$ cat src/rtl/ped_crossing_if.sv
// Signal bundle between the pedestrian crossing controller and its environment.
// The master side drives the vehicle light and push-button; the slave side drives the lamps.
interface ped_crossing_if;
    logic [2:0] light;
    logic       ped_btn;
    logic       walk;
    logic       dont_walk;
    logic       req_pending;
    logic [3:0] countdown;
    logic       fault;

    modport master (
        output light,
        output ped_btn,
        input  walk,
        input  dont_walk,
        input  req_pending,
        input  countdown,
        input  fault
    );

    modport slave (
        input  light,
        input  ped_btn,
        output walk,
        output dont_walk,
        output req_pending,
        output countdown,
        output fault
    );
endinterface

$ cat src/rtl/ped_crossing_ctrl.sv
// Pedestrian crossing controller: debounced button requests are served as a WALK / flashing
// CLEAR sequence that starts only when the vehicle light enters RED.
module ped_crossing_ctrl #(
    parameter int unsigned WALK_CYCLES  = 3,
    parameter int unsigned FLASH_CYCLES = 2,
    parameter int unsigned DEBOUNCE     = 3
) (
    input  logic           clk,
    input  logic           rst,
    ped_crossing_if.slave  pif
);

    localparam logic [2:0] LIGHT_RED    = 3'b100;
    localparam logic [2:0] LIGHT_YELLOW = 3'b010;
    localparam logic [2:0] LIGHT_GREEN  = 3'b001;

    localparam logic [3:0] WALK_LOAD  = 4'(WALK_CYCLES - 1);
    localparam logic [3:0] FLASH_LOAD = 4'(FLASH_CYCLES - 1);
    localparam logic [3:0] DEB_MAX    = 4'(DEBOUNCE);
    localparam logic [3:0] DEB_HIT    = 4'(DEBOUNCE - 1);

    typedef enum logic [1:0] {
        ST_IDLE,
        ST_WALK,
        ST_CLEAR,
        ST_FAULT
    } state_t;

    // ------------------------------------------------------------------
    // Button synchronizer and debounce
    // ------------------------------------------------------------------
    logic       sync1_q, sync1_d;
    logic       sync2_q, sync2_d;
    logic [3:0] deb_cnt_q, deb_cnt_d;
    logic       press;

    always_comb begin
        sync1_d   = pif.ped_btn;
        sync2_d   = sync1_q;
        deb_cnt_d = 4'd0;
        if (sync2_q) begin
            deb_cnt_d = (deb_cnt_q == DEB_MAX) ? deb_cnt_q : deb_cnt_q + 4'd1;
        end
    end

    // Saturation stops the counter past DEB_HIT, so a held button yields one press only.
    assign press = sync2_q && (deb_cnt_q == DEB_HIT);

    always_ff @(posedge clk or posedge rst) begin
        if (rst) begin
            sync1_q   <= 1'b0;
            sync2_q   <= 1'b0;
            deb_cnt_q <= 4'd0;
        end else begin
            sync1_q   <= sync1_d;
            sync2_q   <= sync2_d;
            deb_cnt_q <= deb_cnt_d;
        end
    end

    // ------------------------------------------------------------------
    // Vehicle light tracking
    // ------------------------------------------------------------------
    logic [2:0] light_q, light_d;
    logic       light_valid;
    logic       is_red;
    logic       red_entry;

    always_comb begin
        light_d = pif.light;
    end

    assign is_red      = (pif.light == LIGHT_RED);
    assign light_valid = (pif.light == LIGHT_RED) || (pif.light == LIGHT_YELLOW) ||
                         (pif.light == LIGHT_GREEN);
    // light_q resets to RED so a light already RED at reset release is not an entry.
    assign red_entry   = is_red && (light_q != LIGHT_RED);

    always_ff @(posedge clk or posedge rst) begin
        if (rst) begin
            light_q <= LIGHT_RED;
        end else begin
            light_q <= light_d;
        end
    end

    // ------------------------------------------------------------------
    // Crossing FSM
    // ------------------------------------------------------------------
    state_t     state_q, state_d;
    logic [3:0] cnt_q, cnt_d;
    logic       blink_q, blink_d;
    logic       req_q, req_d;

    always_ff @(posedge clk or posedge rst) begin
        if (rst) begin
            state_q <= ST_IDLE;
            cnt_q   <= 4'd0;
            blink_q <= 1'b0;
            req_q   <= 1'b0;
        end else begin
            state_q <= state_d;
            cnt_q   <= cnt_d;
            blink_q <= blink_d;
            req_q   <= req_d;
        end
    end

    always_comb begin
        state_d = state_q;
        cnt_d   = cnt_q;
        blink_d = blink_q;
        req_d   = req_q;

        if (!light_valid || (state_q == ST_FAULT)) begin
            // An illegal light code locks the controller up until reset.
            state_d = ST_FAULT;
            cnt_d   = 4'd0;
            blink_d = 1'b0;
            req_d   = 1'b0;
        end else begin
            case (state_q)
                ST_IDLE: begin
                    if (red_entry && (req_q || press)) begin
                        state_d = ST_WALK;
                        cnt_d   = WALK_LOAD;
                        req_d   = 1'b0;
                    end else if (press) begin
                        req_d = 1'b1;
                    end
                end

                ST_WALK: begin
                    if (!is_red) begin
                        state_d = ST_IDLE;
                        cnt_d   = 4'd0;
                        req_d   = 1'b1;
                    end else begin
                        if (press) begin
                            req_d = 1'b1;
                        end
                        if (cnt_q == 4'd0) begin
                            state_d = ST_CLEAR;
                            cnt_d   = FLASH_LOAD;
                            blink_d = 1'b1;
                        end else begin
                            cnt_d = cnt_q - 4'd1;
                        end
                    end
                end

                ST_CLEAR: begin
                    if (!is_red) begin
                        state_d = ST_IDLE;
                        cnt_d   = 4'd0;
                        blink_d = 1'b0;
                        req_d   = 1'b1;
                    end else begin
                        if (press) begin
                            req_d = 1'b1;
                        end
                        if (cnt_q == 4'd0) begin
                            state_d = ST_IDLE;
                            blink_d = 1'b0;
                        end else begin
                            cnt_d   = cnt_q - 4'd1;
                            blink_d = ~blink_q;
                        end
                    end
                end

                default: begin
                    state_d = ST_FAULT;
                end
            endcase
        end
    end

    // ------------------------------------------------------------------
    // Lamp decode: purely from registered state, so reset acts on the lamps at once.
    // ------------------------------------------------------------------
    logic in_crossing;

    assign in_crossing     = (state_q == ST_WALK) || (state_q == ST_CLEAR);
    assign pif.walk        = (state_q == ST_WALK);
    assign pif.dont_walk   = (state_q == ST_WALK)  ? 1'b0 :
                             (state_q == ST_CLEAR) ? blink_q : 1'b1;
    assign pif.countdown   = in_crossing ? cnt_q : 4'd0;
    assign pif.req_pending = req_q;
    assign pif.fault       = (state_q == ST_FAULT);

endmodule

$ cat src/flat_wrapper.sv
// flat-port wrapper written by rule: the top's interface ports become plain ports
module ped_crossing_ctrl_flat 
#(
    parameter int unsigned WALK_CYCLES  = 3,
    parameter int unsigned FLASH_CYCLES = 2,
    parameter int unsigned DEBOUNCE     = 3
)
  (clk, rst, pif_light, pif_ped_btn, pif_walk, pif_dont_walk, pif_req_pending, pif_countdown, pif_fault);
  ped_crossing_if pif_i ();
  input  logic clk;
  input  logic rst;
  input wire logic [$bits(pif_i.light)-1:0] pif_light;
  input wire logic [$bits(pif_i.ped_btn)-1:0] pif_ped_btn;
  output wire logic [$bits(pif_i.walk)-1:0] pif_walk;
  output wire logic [$bits(pif_i.dont_walk)-1:0] pif_dont_walk;
  output wire logic [$bits(pif_i.req_pending)-1:0] pif_req_pending;
  output wire logic [$bits(pif_i.countdown)-1:0] pif_countdown;
  output wire logic [$bits(pif_i.fault)-1:0] pif_fault;
  assign pif_i.light = pif_light;
  assign pif_i.ped_btn = pif_ped_btn;
  assign pif_walk = pif_i.walk;
  assign pif_dont_walk = pif_i.dont_walk;
  assign pif_req_pending = pif_i.req_pending;
  assign pif_countdown = pif_i.countdown;
  assign pif_fault = pif_i.fault;
  ped_crossing_ctrl #(.WALK_CYCLES(WALK_CYCLES), .FLASH_CYCLES(FLASH_CYCLES), .DEBOUNCE(DEBOUNCE)) u_core (.clk(clk), .rst(rst), .pif(pif_i));
endmodule
$ cat config.mk
export PLATFORM = sky130hd
export DESIGN_NAME = ped_crossing_ctrl_flat
export DESIGN_NICKNAME = d
export VERILOG_FILES = /design/src/rtl/ped_crossing_if.sv /design/src/rtl/ped_crossing_ctrl.sv /design/src/flat_wrapper.sv
export SDC_FILE = /design/constraint.sdc
export NUM_CORES = 1
export LEC_CHECK = 0
export ABC_AREA = 0
export CORE_MARGIN = 4
export CORE_UTILIZATION = 50
export DETAILED_ROUTE_END_ITERATION = 10
export PLACE_DENSITY = 0.81
export SLEW_MARGIN = 20
export SYNTH_ARGS = -nofsm -noshare
export SYNTH_HDL_FRONTEND = slang
export SYNTH_SLANG_ARGS = --single-unit
$ cat constraint.sdc
create_clock -name clk -period 2.4 [get_ports clk]
set_clock_uncertainty 0.05 [all_clocks]
set_input_delay 0.48 -clock clk [delete_from_list [all_inputs] [get_ports clk]]
set_output_delay 0.48 -clock clk [all_outputs]
set_load 0.005 [all_outputs]
# Yosys cells after proc, flatten, opt, wreduce, memory -nomap -nowiden
# Index checks and enable logic that the tools add are counted.
[totals]
out_inout_bits = 8
word_cells = 75
regBits = 17
[classes]
n_eq_ne = 16
n_bitwise = 1
n_addsub = 2
muxes = 30
reduce_logical = 18
[ops]
columns = ["op", "count"]
rows = [
  ["$mux 4", 9],
  ["$mux 2", 6],
  ["$ne 4x4->1 const B", 3],
  ["$pmux 4 s3", 1],
  ["$mux 1", 11],
  ["$ne 3x1->1 const B", 3],
  ["$reduce_and 3->1", 3],
  ["$eq 4x2->1 const B", 2],
  ["$pmux 2 s3", 1],
  ["$reduce_bool 3->1", 2],
  ["$logic_or 1x1->1", 5],
  ["$add 4x1->4 const B", 1],
  ["$eq 2x2->1 const B", 2],
  ["$logic_not 4->1", 1],
  ["$pmux 1 s2", 2],
  ["$reduce_bool 4->1", 1],
  ["$sub 4x1->4 const B", 1],
  ["$eq 3x1->1 const B", 1],
  ["$eq 3x2->1 const B", 1],
  ["$eq 3x3->1 const B", 1],
  ["$logic_and 1x1->1", 3],
  ["$ne 3x3->1 const B", 1],
  ["$eq 2x1->1 const B", 1],
  ["$logic_not 2->1", 1],
  ["4 further kinds", 4],
]

# Logic depth before layout (Yosys ltp)
# Gate-level depths: netlist of the first run.
[logic_depth]
word_depth = 7
depth_mapped = 7
ltp_nobuf = 7

# Worst setup path after synthesis of the first run
# Ideal clock, no wire load.
[synth_timing]
path_type = "register -> register"
startpoint = "reg u_core.cnt_q[0]"
endpoint = "reg u_core.cnt_q[3]"
n_path_buf = 0
t_required_ns = 2.226
path_stages_with_launch = 8
setup_slack_ns = 0.290
period_less_slack_ns = 2.110
t_arrival_ns = 1.936
cell_sequence = "dfrtp_1 inv_1 ha_1 or3b_4 or4b_4 o41ai_4 nor3_1 a211o_1"
[synth_via]
elab_chain_len = 5
[synth_lines]
columns = ["element", "line_no", "text"]
rows = [
  ["from (decl)", "ped_crossing_ctrl.sv:91", "logic [3:0] cnt_q, cnt_d;"],
  ["from (signal assigned)", "ped_crossing_ctrl.sv:103", "cnt_q <= cnt_d;"],
  ["$sub 4x1->4 or $logic_not 4->1 (tied branches)", "--", ""],
  ["$mux 4 (on tied branches)", "ped_crossing_ctrl.sv:162, ped_crossing_ctrl.sv:142", ""],
  ["$mux 4 (on tied branches)", "ped_crossing_ctrl.sv:153, ped_crossing_ctrl.sv:134", ""],
  ["$pmux 4 s3", "ped_crossing_ctrl.sv:122", "case (state_q)"],
  ["$mux 4", "ped_crossing_ctrl.sv:115", "if (!light_valid || (state_q == ST_FAULT)) begin"],
]
# Parallel ways exist; a longest one is shown, timed or not. The select of a mux whose other input is x is not followed.
# A chain may end at the register's enable or synchronous reset.

# Worst setup path in the final report of the first run
[layout_timing]
startpoint = "reg u_core.state_q[0]"
endpoint = "out pif_countdown[1]"
[layout_via]
elab_chain_len = 3
[layout_lines]
columns = ["element", "line_no", "text"]
rows = [
  ["from (decl)", "ped_crossing_ctrl.sv:90", "state_t state_q, state_d;"],
  ["from (signal assigned)", "ped_crossing_ctrl.sv:102", "state_q <= state_d;"],
  ["$eq 2x1->1 or $eq 2x2->1 (tied branches)", "ped_crossing_ctrl.sv:184", "assign in_crossing = (state_q == ST_WALK) || (state_q == ST_CLEAR);"],
  ["$logic_or 1x1->1 (*)", "ped_crossing_ctrl.sv:184", ""],
  ["$mux 4 (*)", "ped_crossing_ctrl.sv:188", "assign pif.countdown = in_crossing ? cnt_q : 4'd0;"],
  ["to (decl)", "flat_wrapper.sv:17", "output wire logic [$bits(pif_i.countdown)-1:0] pif_countdown;"],
]
# Every way passes the cells marked *; elsewhere a longest branch is shown, timed or not.

==> summary.md, run 1 <==
| Metric | Value |
|---|---|
| IO buf count | 13 |
| Comb power frac | 12.8% |
| Gr ovfl total | 0 |
| P_int | around 0.0004 W |
| Antenna cells | 0 |
| Switching share of power | between 20% and 30% |
| Initial detailed-routing violation count | 26 |
| Core Region | between 1500 and 2000 µm² |
| Crit Path Class | flip-flop to output pin |
| Pins Over Slew Limit | 0 |
| Net switching power | around 0.00014 W |
| Max cap viols | 0 |
| CP Max Fanout | 5 |
| Clock share of power | 28.6% |
| Routed wire length | ~2.2 mm |
| Status | finished, final reports clean |
| Slew HR | 58.8% |
| Yosys cell types | 40 |
| Clock transition at path regs | around 0.10 ns |
| Reg-to-Reg End | u_core.cnt_q[3] |
| Cell Pwr Density | 414 nW/µm² |
| Total GRT Usage | 18.3% |
| First-pass GRT wire length | about 3.7 mm |
| CTS tree | yes |
| Critical path startpoint category | flip-flop |
| Main flop type after synthesis | dfrtp_1 |
| Die Span Y | about 53 µm |
| FP Rows | 16 |
| Tot Pwr | about 0.00053 W |
| DIE WIDTH | 53.3 µm |
| Drt wl/cell | about 14 µm |
| CP required | ~1.9 ns |
| CP Data Arrival Time | about 1.8 ns |
| Hold endpoint | u_core.sync2_q |
| Share of layout cells above drive strength 1 | approximately a fifth |
| H-tree Lvls | 1 |
| Period minus WS final | ~2.3 ns |
| Largest area contributor in the netlist | dfrtp_1 |
| CTS buffer count | 3 |
| Reg2Reg Setup Slack | ~0.15 ns |
| Number of flops mapped to enable cells by yosys | 0 |
| Root buf cell | clkbuf_4 |
| Sequential Area | approximately 430 µm² |
| Reg2reg path depth | 7 |
| Post-route DRC | 0 |
| Largest cells by area after synthesis | dfrtp_1 (39%), ha_1 (8.5%), and2_1 (4.3%) |
| DRT Pass-1 Iters | 4 |
| Register area share after synthesis | about two fifths |
| Setup bufs post-CTS | 0 |
| Synth Instances | between 100 and 150 |
| Gp weighted congestion | about 0.85 |
| Hold-fix buffers, CTS | 0 |
| Worst slack, placed | -0.0589 ns |
| Final setup violation count | 0 |
| Core Util, Final | between 60% and 70% |
| YS warnings | 0 |
| Worst skew pair latency | around 0.29 ns |
| FF+latch count, synth | 17 |
| # fillers | ~170 |
| Ports | 14 |
| RSZ-0062 raised after global routing | yes |
| Final nets | roughly 140 |
| Post-synth top cells | dfrtp_1 (16), inv_1 (11), and2_1 (7), ha_1 (7) |
| Cell area after placement | approximately 1300 µm² |
| Final hold vios | 0 |
| Crit end category | output pin |
| Count leader, synth | dfrtp_1 |
| Post-route setup slack | 0.0710 ns |
| Clk buf depth | 2 |
| Peak VDD IR | between 200 and 300 µV |
| Multi-input gate area | 557 µm² |
| Detail Placement HPWL | between 1.5 and 2 mm |
| Full die area | 2840 µm² |
| Worst slew pin tran | 0.617 ns |
| Hold Path Stages | 0 |
| Worst Hold Class | flip-flop to flip-flop |
| Final instance area | around 1300 µm² |
| Hold Slack | 0.312 ns |
| Seq pwr share | approximately three fifths |
| Avg Synthesized Cell Area | about 10 µm² |
| Fin crit share | 97.0% |
| Final ANT Viol Nets | 0 |
| Leak pwr | between 0.5 and 0.6 nW |
| Vias per inst | about 5.4 |
| TritonCTS sink count | 17 |
| Initial antenna violation count | 0 |
| Largest net degree at the start of global routing | 18 |
| Post-synth top area share | between 30% and 40% |
| Worst Hold Launch | u_core.sync1_q |
| Number of global-route vias before repair | between 800 and 900 |
| Area growth syn-to-layout | 25.9% |
| Post_cts resized | 0 |
| Mapped Nets | around 110 |
| Vias | between 800 and 900 |
| Ys async rst share | 100% |
| Reg2reg start | u_core.cnt_q[0] |
| Fmax | approximately 0.43 GHz |
| Starting Density | a little over half |
| Cell area after synthesis | 1030 µm² |
## per-stage QoR
step                std cells  setup TNS (ns)
global placement          150         -0.0159
CTS                       154               0
global route              154          -0.133
floorplan                 101               0
finish                    154               0
detailed placement        150         -0.0914
## area by class of cell
class | count | share of cell area (%)
Multi-Input combinational cell | 72 | 43.1
Sequential cell | 17 | 33.0
Clock buffer | 3 | 1.74
Tap cell | 27 | 2.62
Clock inverter | 1 | 0.388
Timing Repair Buffer | 23 | 15.9
Inverter | 11 | 3.20
## cell usage in the layout (no fill, tap or decap), types with 2 or more instances in the layout
cell             Yosys  layout
nor2_1               6       6
dfrtp_1             16      16
nor3_1               2       2
mux2i_1              2       2
nand3_1              2       2
and2_1               7       7
o21ai_1              5       5
a21oi_1              3       3
or3b_4               2       2
nand2_1              6       6
xnor2_1              2       2
clkbuf_4             0       3
inv_1               11      11
ha_1                 7       6
buf_4                0      10
o21ai_0              4       4
clkdlybuf4s50_1      0      13
## registers in the layout (all words and copies together), names as in the netlist
register,flops
u_core.pif.req_pending,1
u_core.blink_q,1
u_core.light_q,3
u_core.sync1_q,1
u_core.sync2_q,1
u_core.state_q,2
u_core.deb_cnt_q,4
u_core.cnt_q,4
## worst max-delay path: stages (launching register included)
cell,delay [ns]
dfrtp_1,0.41
inv_1,0.08
ha_1,0.36
and2_1,0.15
clkdlybuf4s50_1,0.51
## power by group through the flow
stage | clock network (W) | registers, W | logic, W
2_1_floorplan | 0 | 0.000315 | 0.0000437
3_3_place_gp | 0 | 0.000317 | 0.0000644
3_5_place_dp | 0 | 0.000319 | 0.0000695
4_1_cts | 0.000157 | 0.000313 | 0.0000704
5_1_grt | 0.000170 | 0.000314 | 0.0000771
6_report | 0.000153 | 0.000313 | 0.0000687
## worst max path at each step
stage	startpoint	cells past startpoint	end
3_3_place_gp	pif_light[2]	6	u_core.cnt_q[3]
2_1_floorplan	u_core.cnt_q[0]	7	u_core.cnt_q[3]
4_1_cts	u_core.state_q[0]	4	pif_countdown[1]
6_report	u_core.state_q[0]	4	pif_countdown[1]
3_5_place_dp	pif_light[2]	6	u_core.cnt_q[3]
5_1_grt	u_core.state_q[0]	4	pif_countdown[3]
## layer usage
layer	share of wire, %	global-route usage (%)	vias up
met5	0	0	-
met4	1.5	7.66	0
met3	3.1	3.66	5
met2	52	32.2	12
met1	43	21.3	401
li1	-	-	413
## cells by family (layout without fill, tap and decap cells)
family | count (synthesis) | after routing | synth area share [%]
flops | 17 | 17 | 41.6
xor+xnor | 3 | 3 | 2.56
buf+inv | 12 | 38 | 4.39
mux | 3 | 3 | 3.05
fa+ha+maj | 7 | 7 | 8.54
simple gates | 35 | 35 | 21.5
compound gates | 24 | 24 | 18.4
Note: power is estimated with default switching activity, not from simulation.
==> run 2: changes to the inputs <==
CTS_CLUSTER_SIZE = 14   (was default)
SETUP_SLACK_MARGIN = 0.2   (was default)
==> run 2 against run 1 <==
Global-route usage grew 0.53 points. Setup slack gained 0.17 ns. Fmax grew 8.1%. Combinational power grew 1%. Largest cell class unchanged. Highest routed layer unchanged.
==> summary.md, run 2 (synthesis gave the netlist of run 1 again) <==
| Metric | Value |
|---|---|
| Status | finished, final reports clean (unchanged) |
| Final setup violation count | 0 (unchanged) |
| Period minus WS final | 2.15 ns (was 2.33 ns) |
| Starting Density | 52.3% (unchanged) |
| Pins Over Slew Limit | 0 (unchanged) |
| Gp weighted congestion | 0.849 (unchanged) |
| Max cap viols | 0 (unchanged) |
| Core Util, Final | 72.8% (was 65.8%) |
| CP required | 2.54 ns (was 1.87 ns) |
| H-tree Lvls | 1 (unchanged) |
| Worst skew pair latency | 0.30 ns (was 0.29 ns) |
| Clk buf depth | 2 (unchanged) |
| Crit Path Class | input port to flip-flop (was flip-flop to output pin) |
| Leak pwr | 0.677 nW (was 0.597 nW) |
| Worst Hold Class | flip-flop to flip-flop (unchanged) |
| Reg2reg start | u_core.cnt_q[1] (was u_core.cnt_q[0]) |
| Cell Pwr Density | 378 nW/µm² (was 414 nW/µm²) |
| Routed wire length | 2.58 mm (was 2.22 mm) |
| Top Registers | u_core.cnt_q (4), u_core.deb_cnt_q (4), u_core.light_q (3) (unchanged) |
| DRT Pass-1 Iters | 4 (unchanged) |
| Post-route DRC | 0 (unchanged) |
| Fmax | 0.464 GHz (was 0.429 GHz) |
| Worst Hold Launch | u_core.sync1_q (unchanged) |
| Largest net degree at the start of global routing | 18 (unchanged) |
| Most frequent cells in the layout | buf_4 (18), dfrtp_1 (15), inv_1 (8) (was dfrtp_1 (16), clkdlybuf4s50_1 (13), inv_1 (11)) |
| Area growth syn-to-layout | 39.1% (was 25.9%) |
| Commonest non-fill, non-tap cell in the layout | buf_4 (was dfrtp_1) |
| Final ANT Viol Nets | 0 (unchanged) |
| TritonCTS sink count | 17 (unchanged) |
| Final hold vios | 0 (unchanged) |
| Worst slack, placed | -0.0589 ns (unchanged) |
| Die Span Y | 53.3 µm (unchanged) |
| FP Rows | 16 (unchanged) |
| CTS tree | yes (unchanged) |
| Initial antenna violation count | 0 (unchanged) |
| Detail Placement HPWL | 1.74 mm (unchanged) |
| CTS buffer count | 3 (unchanged) |
| Number of global-route vias before repair | 883 (was 847) |
| First-pass GRT wire length | 3.79 mm (was 3.68 mm) |
| CP Max Fanout | 6 (was 5) |
| Peak VDD IR | 263 µV (was 264 µV) |
| Share of layout cells above drive strength 1 | 31.9% (was 18.9%) |
| CP Data Arrival Time | 2.29 ns (was 1.80 ns) |
| Worst slew pin tran | 0.623 ns (was 0.617 ns) |
| Final nets | 149 (was 141) |
| Hold-fix buffers, CTS | 0 (unchanged) |
| Core Region | 1960 µm² (unchanged) |
| Total GRT Usage | 18.9% (was 18.3%) |
| Clock transition at path regs | 0.09 ns (was 0.10 ns) |
| Drt wl/cell | 15.9 µm (was 14.4 µm) |
| RSZ-0062 raised after global routing | no (was yes) |
| Post-route setup slack | 0.246 ns (was 0.0710 ns) |
| IO buf count | 13 (unchanged) |
| Root buf cell | clkbuf_4 (unchanged) |
| Antenna cells | 0 (unchanged) |
| DIE WIDTH | 53.3 µm (unchanged) |
| Gr ovfl total | 0 (unchanged) |
| CP Launch Point | pif_light[2] (was u_core.state_q[0]) |
| Crit end category | flip-flop (was output pin) |
| Full die area | 2840 µm² (unchanged) |
| Initial detailed-routing violation count | 21 (was 26) |
| Slew HR | 58.4% (was 58.8%) |
| Vias per inst | 5.52 (was 5.40) |
| Hold Slack | 0.312 ns (about the same) |
| Fin crit share | 89.8% (was 97.0%) |
| Vias | 894 (was 831) |
| Ports | 14 (unchanged) |
| Critical path startpoint category | input port (was flip-flop) |
run 2: cell count changes in the layout (fill, tap and decap cells not counted), sizes merged:
cell | previous run | this run
dlymetal6s2s | 0 | 2
dlygate4sd2 | 0 | 4
clkdlybuf4s50 | 13 | 7
buf | 10 | 18
run 2: layout make-up:
class                      count  area [µm²]
fill                         151         534
timing repair buffer          31         265
inverter                      11        41.3
clock buffer                   3        22.5
clock inverter                 1        5.00
multi-input combinational     72         632
sequential                    17         428
tap                           27        33.8
run 2: report_power, final:
group          internal (W)  leakage (nW)  switching, W
sequential         0.000301         0.212     0.0000123
combinational     0.0000340         0.447     0.0000356
clock             0.0000622        0.0177     0.0000951
run 2: what timing repair did:
item | 4_1_cts | 5_1_grt
gates resized for setup | 9 | 13
pin swaps | 1 | 1
setup buffers | 4 | 4
endpoints found under the setup margin | 8 | 6
cloned | 0 | 0
run 2: per-stage QoR:
step / std cells / setup TNS, ns / area, µm² / total power, W
6_report: 162 / 0 / 1430 / 0.000540
5_1_grt: 162 / 0 / 1430 / 0.000563
4_1_cts: 158 / 0 / 1330 / 0.000540
3_5_place_dp: 150 / -0.0914 / 1260 / 0.000388
3_3_place_gp: 150 / -0.0159 / 1260 / 0.000381
2_1_floorplan: 101 / 0 / 1030 / 0.000358
run 2: per-layer routing:
| layer | part of all wire [%] | up-vias | global-route usage, % |
|---|---|---|---|
| li1 | - | 431 | - |
| met1 | 41 | 429 | 22.0 |
| met2 | 52 | 24 | 32.9 |
| met3 | 3.1 | 10 | 3.66 |
| met4 | 3.7 | 0 | 8.51 |
| met5 | 0 | - | 0 |
run 2: worst paths after layout:
path / to / slack, ns / cells after the start
min in group asynchronous: u_core.deb_cnt_q[0] / 0.50 / 2
worst min register to register: u_core.sync2_q / 0.31 / 0
worst max register to register: u_core.cnt_q[3] / 0.26 / 7
worst max-delay path: u_core.cnt_q[3] / 0.25 / 6
worst min-delay path: u_core.sync2_q / 0.31 / 0
max in group asynchronous: u_core.state_q[0] / 1.36 / 2
run 2: worst max-delay path, cell delays in order:
cell	delay, ns
clkdlybuf4s50_1	0.47
or3b_4	0.42
nor2_1	0.17
a211oi_2	0.10
or2_2	0.35
a211o_1	0.30
